<file path="src/rtl/part2_mac_if.sv">
// Sample/result bundle for the sum-of-squares accumulator.
//   a         : signed 8-bit sample from the source
//   valid_in  : a is valid this cycle
//   f         : accumulated sum of squares, unsigned 20-bit
//   valid_out : f was updated on the most recent clock edge
// master = sample source / result consumer, slave = accumulator.
interface part2_mac_if;
  logic [7:0]  a;
  logic        valid_in;
  logic [19:0] f;
  logic        valid_out;

  modport master (
    output a,
    output valid_in,
    input  f,
    input  valid_out
  );

  modport slave (
    input  a,
    input  valid_in,
    output f,
    output valid_out
  );
endinterface

</file>
<file path="src/rtl/part2_mac.sv">
// part2_mac: registered sum-of-squares accumulator, datapath core of the
// L2-norm engine. Stage 1 registers the sample and its valid flag; stage 2
// squares the registered sample and adds it to a 20-bit running total that
// wraps modulo 2^20. Only reset clears the total.
// Ports:
//   clk   : rising-edge clock
//   reset : asynchronous, active-high; clears every register
//   bus   : part2_mac_if.slave (a, valid_in in; f, valid_out out)
module part2_mac (
  input  logic              clk,
  input  logic              reset,
  part2_mac_if.slave        bus
);

  logic signed [7:0]  a_r;
  logic               en_r;
  logic [19:0]        f_r;
  logic               valid_out_r;
  logic signed [15:0] prod;
  logic [19:0]        prod_ext;

  // Stage 1: sampled unconditionally; en_r gates the accumulate.
  always_ff @(posedge clk or posedge reset) begin
    if (reset) begin
      a_r  <= '0;
      en_r <= 1'b0;
    end else begin
      a_r  <= bus.a;
      en_r <= bus.valid_in;
    end
  end

  // A square is never negative (max 16384), so zero-extension is exact.
  assign prod     = a_r * a_r;
  assign prod_ext = {4'b0000, prod};

  // Stage 2: accumulate modulo 2^20, no saturation.
  always_ff @(posedge clk or posedge reset) begin
    if (reset) begin
      f_r         <= '0;
      valid_out_r <= 1'b0;
    end else begin
      if (en_r) begin
        f_r <= f_r + prod_ext;
      end
      valid_out_r <= en_r;
    end
  end

  assign bus.f         = f_r;
  assign bus.valid_out = valid_out_r;

endmodule

</file>
<file path="src/flat_wrapper.sv">
// flat-port wrapper written by rule: the top's interface ports become plain ports
module part2_mac_flat 
  (clk, reset, bus_a, bus_valid_in, bus_f, bus_valid_out);
  part2_mac_if bus_i ();
  input  logic clk;
  input  logic reset;
  input wire logic [$bits(bus_i.a)-1:0] bus_a;
  input wire logic [$bits(bus_i.valid_in)-1:0] bus_valid_in;
  output wire logic [$bits(bus_i.f)-1:0] bus_f;
  output wire logic [$bits(bus_i.valid_out)-1:0] bus_valid_out;
  assign bus_i.a = bus_a;
  assign bus_i.valid_in = bus_valid_in;
  assign bus_f = bus_i.f;
  assign bus_valid_out = bus_i.valid_out;
  part2_mac u_core (.clk(clk), .reset(reset), .bus(bus_i));
endmodule
</file>
<file path="config.mk">
export PLATFORM = sky130hd
export DESIGN_NAME = part2_mac_flat
export DESIGN_NICKNAME = d
export VERILOG_FILES = /design/src/rtl/part2_mac_if.sv /design/src/rtl/part2_mac.sv /design/src/flat_wrapper.sv
export SDC_FILE = /design/constraint.sdc
export NUM_CORES = 1
export LEC_CHECK = 0
export ABC_AREA = 1
export CAP_MARGIN = 40
export CORE_UTILIZATION = 55
export DETAILED_ROUTE_END_ITERATION = 7
export GPL_ROUTABILITY_DRIVEN = 0
export PLACE_DENSITY = 0.78
export SLEW_MARGIN = 20
export SYNTH_ARGS = -nofsm -noshare
export SYNTH_HDL_FRONTEND = slang
export SYNTH_SLANG_ARGS = --single-unit
</file>
<file path="constraint.sdc">
create_clock -name clk -period 5 [get_ports clk]
set_input_delay 0.75 -clock clk [delete_from_list [all_inputs] [get_ports clk]]
set_output_delay 0.75 -clock clk [all_outputs]
set_load 0.02 [all_outputs]
</file>
==> summary.txt <==
Floorplanning
  – Die height: 91.5 um
  – Boundary Pins: 32
  – Die ar.: 8370 sq um
  – Initial Util: 57.0%
  – Cell Rows: 32
  – Core ar.: 7730 sq um
  – Horiz. Die Dim: 91.5 um

Status
  – Failing checks: setup timing
  – Run status: finished with violations

STA
  – Fmax: 0.184 GHz
  – Tcrit/Tclk final: 109%
  – Fin crit period: 5430 ps
  – # setup viols final: 9
  – Max-slew violations: 0
  – Rel. slew slack: 50.9%
  – Final Hold Viols: 0
  – Worst slew pin tran: 736 ps
  – Clock Skew: 10.6 ps
  – Worst Slack Setup Final: -425 ps
  – WHS: 521 ps
  – RSZ-0062 raised after global routing: yes

Global routing
  – Largest net degree at the start of global routing: 31
  – Global route overflow: 0
  – Wire length of the first global-routing pass: 19500 um
  – Initial antenna violation count: 0
  – Total GRT Usage: 29.6%
  – Vias in the first global route: 4291

Synth
  – Top post-synthesis cells by count: 183 x nand2_1, 152 x inv_1, 46 x ha_1
  – Synthesis warning total: 0
  – Most instantiated library cell after synthesis: nand2_1
  – Netlist cell types: 28
  – Top post-synthesis cells by area: fa_1 20%, dfrtp_1 17%, nand2_1 16%
  – Sequential-to-total area share from yosys stat: 17.1%
  – Cell Area, Synth: 4400 sq um
  – Post-synth top area share: 19.6%
  – Top FF cell, synth: dfrtp_1
  – FFs w/ async S/R, synth: 100%
  – Yosys reg bits: 30
  – Mapped Nets: 718
  – Mapped Cells: 618
  – Post-synth EDFFs: 0
  – Mean Syn Cell Area: 7.12 sq um
  – Largest area contributor in the netlist: fa_1

Clocking
  – # H-tree levels: 2
  – Cts bufs inserted: 5
  – Clock buffer depth: 2
  – Clk sinks: 30
  – CTS tree: done
  – Clock root buffer: clkbuf_8
  – Clk_lat worst skew: 300 ps
  – Reg clk slew, reported paths: 80 ps

Routing
  – Total number of vias: 4563
  – ANT nets after route: 0
  – TritonRoute pass-1 iters: 5
  – Via-per-instance ratio: 5.61
  – DR DRC count: 0
  – Drt wl/cell: 17.0 um
  – Final wirelength: 13900 um
  – Detailed router's first-iteration violation count: 420

Finish
  – Share of layout cells above drive strength 1: 30.1%
  – Area delta synth->final: 37.2%
  – N_diodes: 0
  – Post-layout util: 78.2%
  – Nets: 811

Critical path
  – Crit path top cell by count: fa_1
  – CP required: 5190 ps
  – Critical path arrival: 5610 ps
  – CP Launch Type: flip-flop
  – Critical Path End Type: flip-flop
  – Worst path max stage delay: 620 ps
  – Highest net fanout along the worst path: 6
  – Slowest CP cell: fa_1
  – WS Path Type: flip-flop to flip-flop

Worst hold path
  – Class of the worst hold path: flip-flop to flip-flop

Placed design
  – DP HPWL: 8320 um
  – IO buf count: 31

Flow run
  – Max Cap Violations: 0
-- per-layer routing --
layer / up-vias / share of wire [%] / global-route usage [%]
li1: 2030 / - / -
met1: 2142 / 37 / 37.9
met2: 308 / 50 / 51.3
met3: 83 / 7.9 / 3.85
met4: 0 / 5.7 / 10.3
met5: - / 0 / 0
-- state kept, by name (all words and copies together), names as in the netlist --
name	count
u_core.a_r	8
u_core.en_r	1
u_core.bus.valid_out	1
u_core.bus.f	20
-- worst paths after layout --
check | endpoint | slack, ps | startpoint | cells after the start
max | u_core.bus.f[16]$_DFFE_PP0P_ | -430 | u_core.a_r[7]$_DFF_PP0_ | 25
min | u_core.bus.f[2]$_DFFE_PP0P_ | 520 | u_core.bus.f[2]$_DFFE_PP0P_ | 2
max reg2reg | u_core.bus.f[16]$_DFFE_PP0P_ | -430 | u_core.a_r[7]$_DFF_PP0_ | 25
min reg2reg | u_core.bus.f[2]$_DFFE_PP0P_ | 520 | u_core.bus.f[2]$_DFFE_PP0P_ | 2
max in group asynchronous | u_core.a_r[0]$_DFF_PP0_ | 3820 | reset | 3
min in group asynchronous | u_core.a_r[6]$_DFF_PP0_ | 840 | reset | 3
-- through the flow --
stage                     std cells  instance area [sq um]  setup TNS, ps  setup WS [ps]
after floorplan                 618                   4430              0           2.66
after detailed placement        788                   5190          -1990           -311
after global placement          788                   5190          -1510           -307
final                           814                   6040          -2610           -425
after CTS                       807                   5610          -72.3          -18.7
after global routing            814                   6040          -4170           -623
-- critical path: cells and delay by family, from the launching register on --
kind            cells  cell delay (ps)
compound gates      3              390
fa+ha+maj           6             2780
buf+inv             6              600
xor+xnor            1              150
flops               1              480
simple gates        9              930
-- final cells by class --
type                       count  area [sq um]
clock buffer                   6          82.6
tap                          102           128
fill                         480          1690
inverter                     153           577
multi-input combinational    423          3620
clock inverter                 2          12.5
sequential                    30           757
timing repair buffer          98           867
-- kinds of logic after synthesis --
kind of cell	share of synthesized area (%)
flops	17.1
fa+ha+maj	32.6
simple gates	27.1
compound gates	4.52
buf+inv	14.3
xor+xnor	4.38
-- cell usage in the layout, fill, tap and decap left out, drive strengths merged, types with 13 or more instances in the layout --
cell type and count:
a21oi 22, buf 67, clkdlybuf4s50 31, dfrtp 30, fa 43, ha 46
inv 153, nand2 190, nand3 36, nor2 30, o21ai 14, xor2 13
-- repair_timing --
item,CTS,global route
buffers inserted,11,7
pin swaps,46,63
hold buffers,0,0
cloned,0,0
gates resized for setup,63,89
setup endpoints to repair,10,11
Power is not shown: default switching activity piles up to over one toggle a cycle in this logic, so the estimate is an artifact.
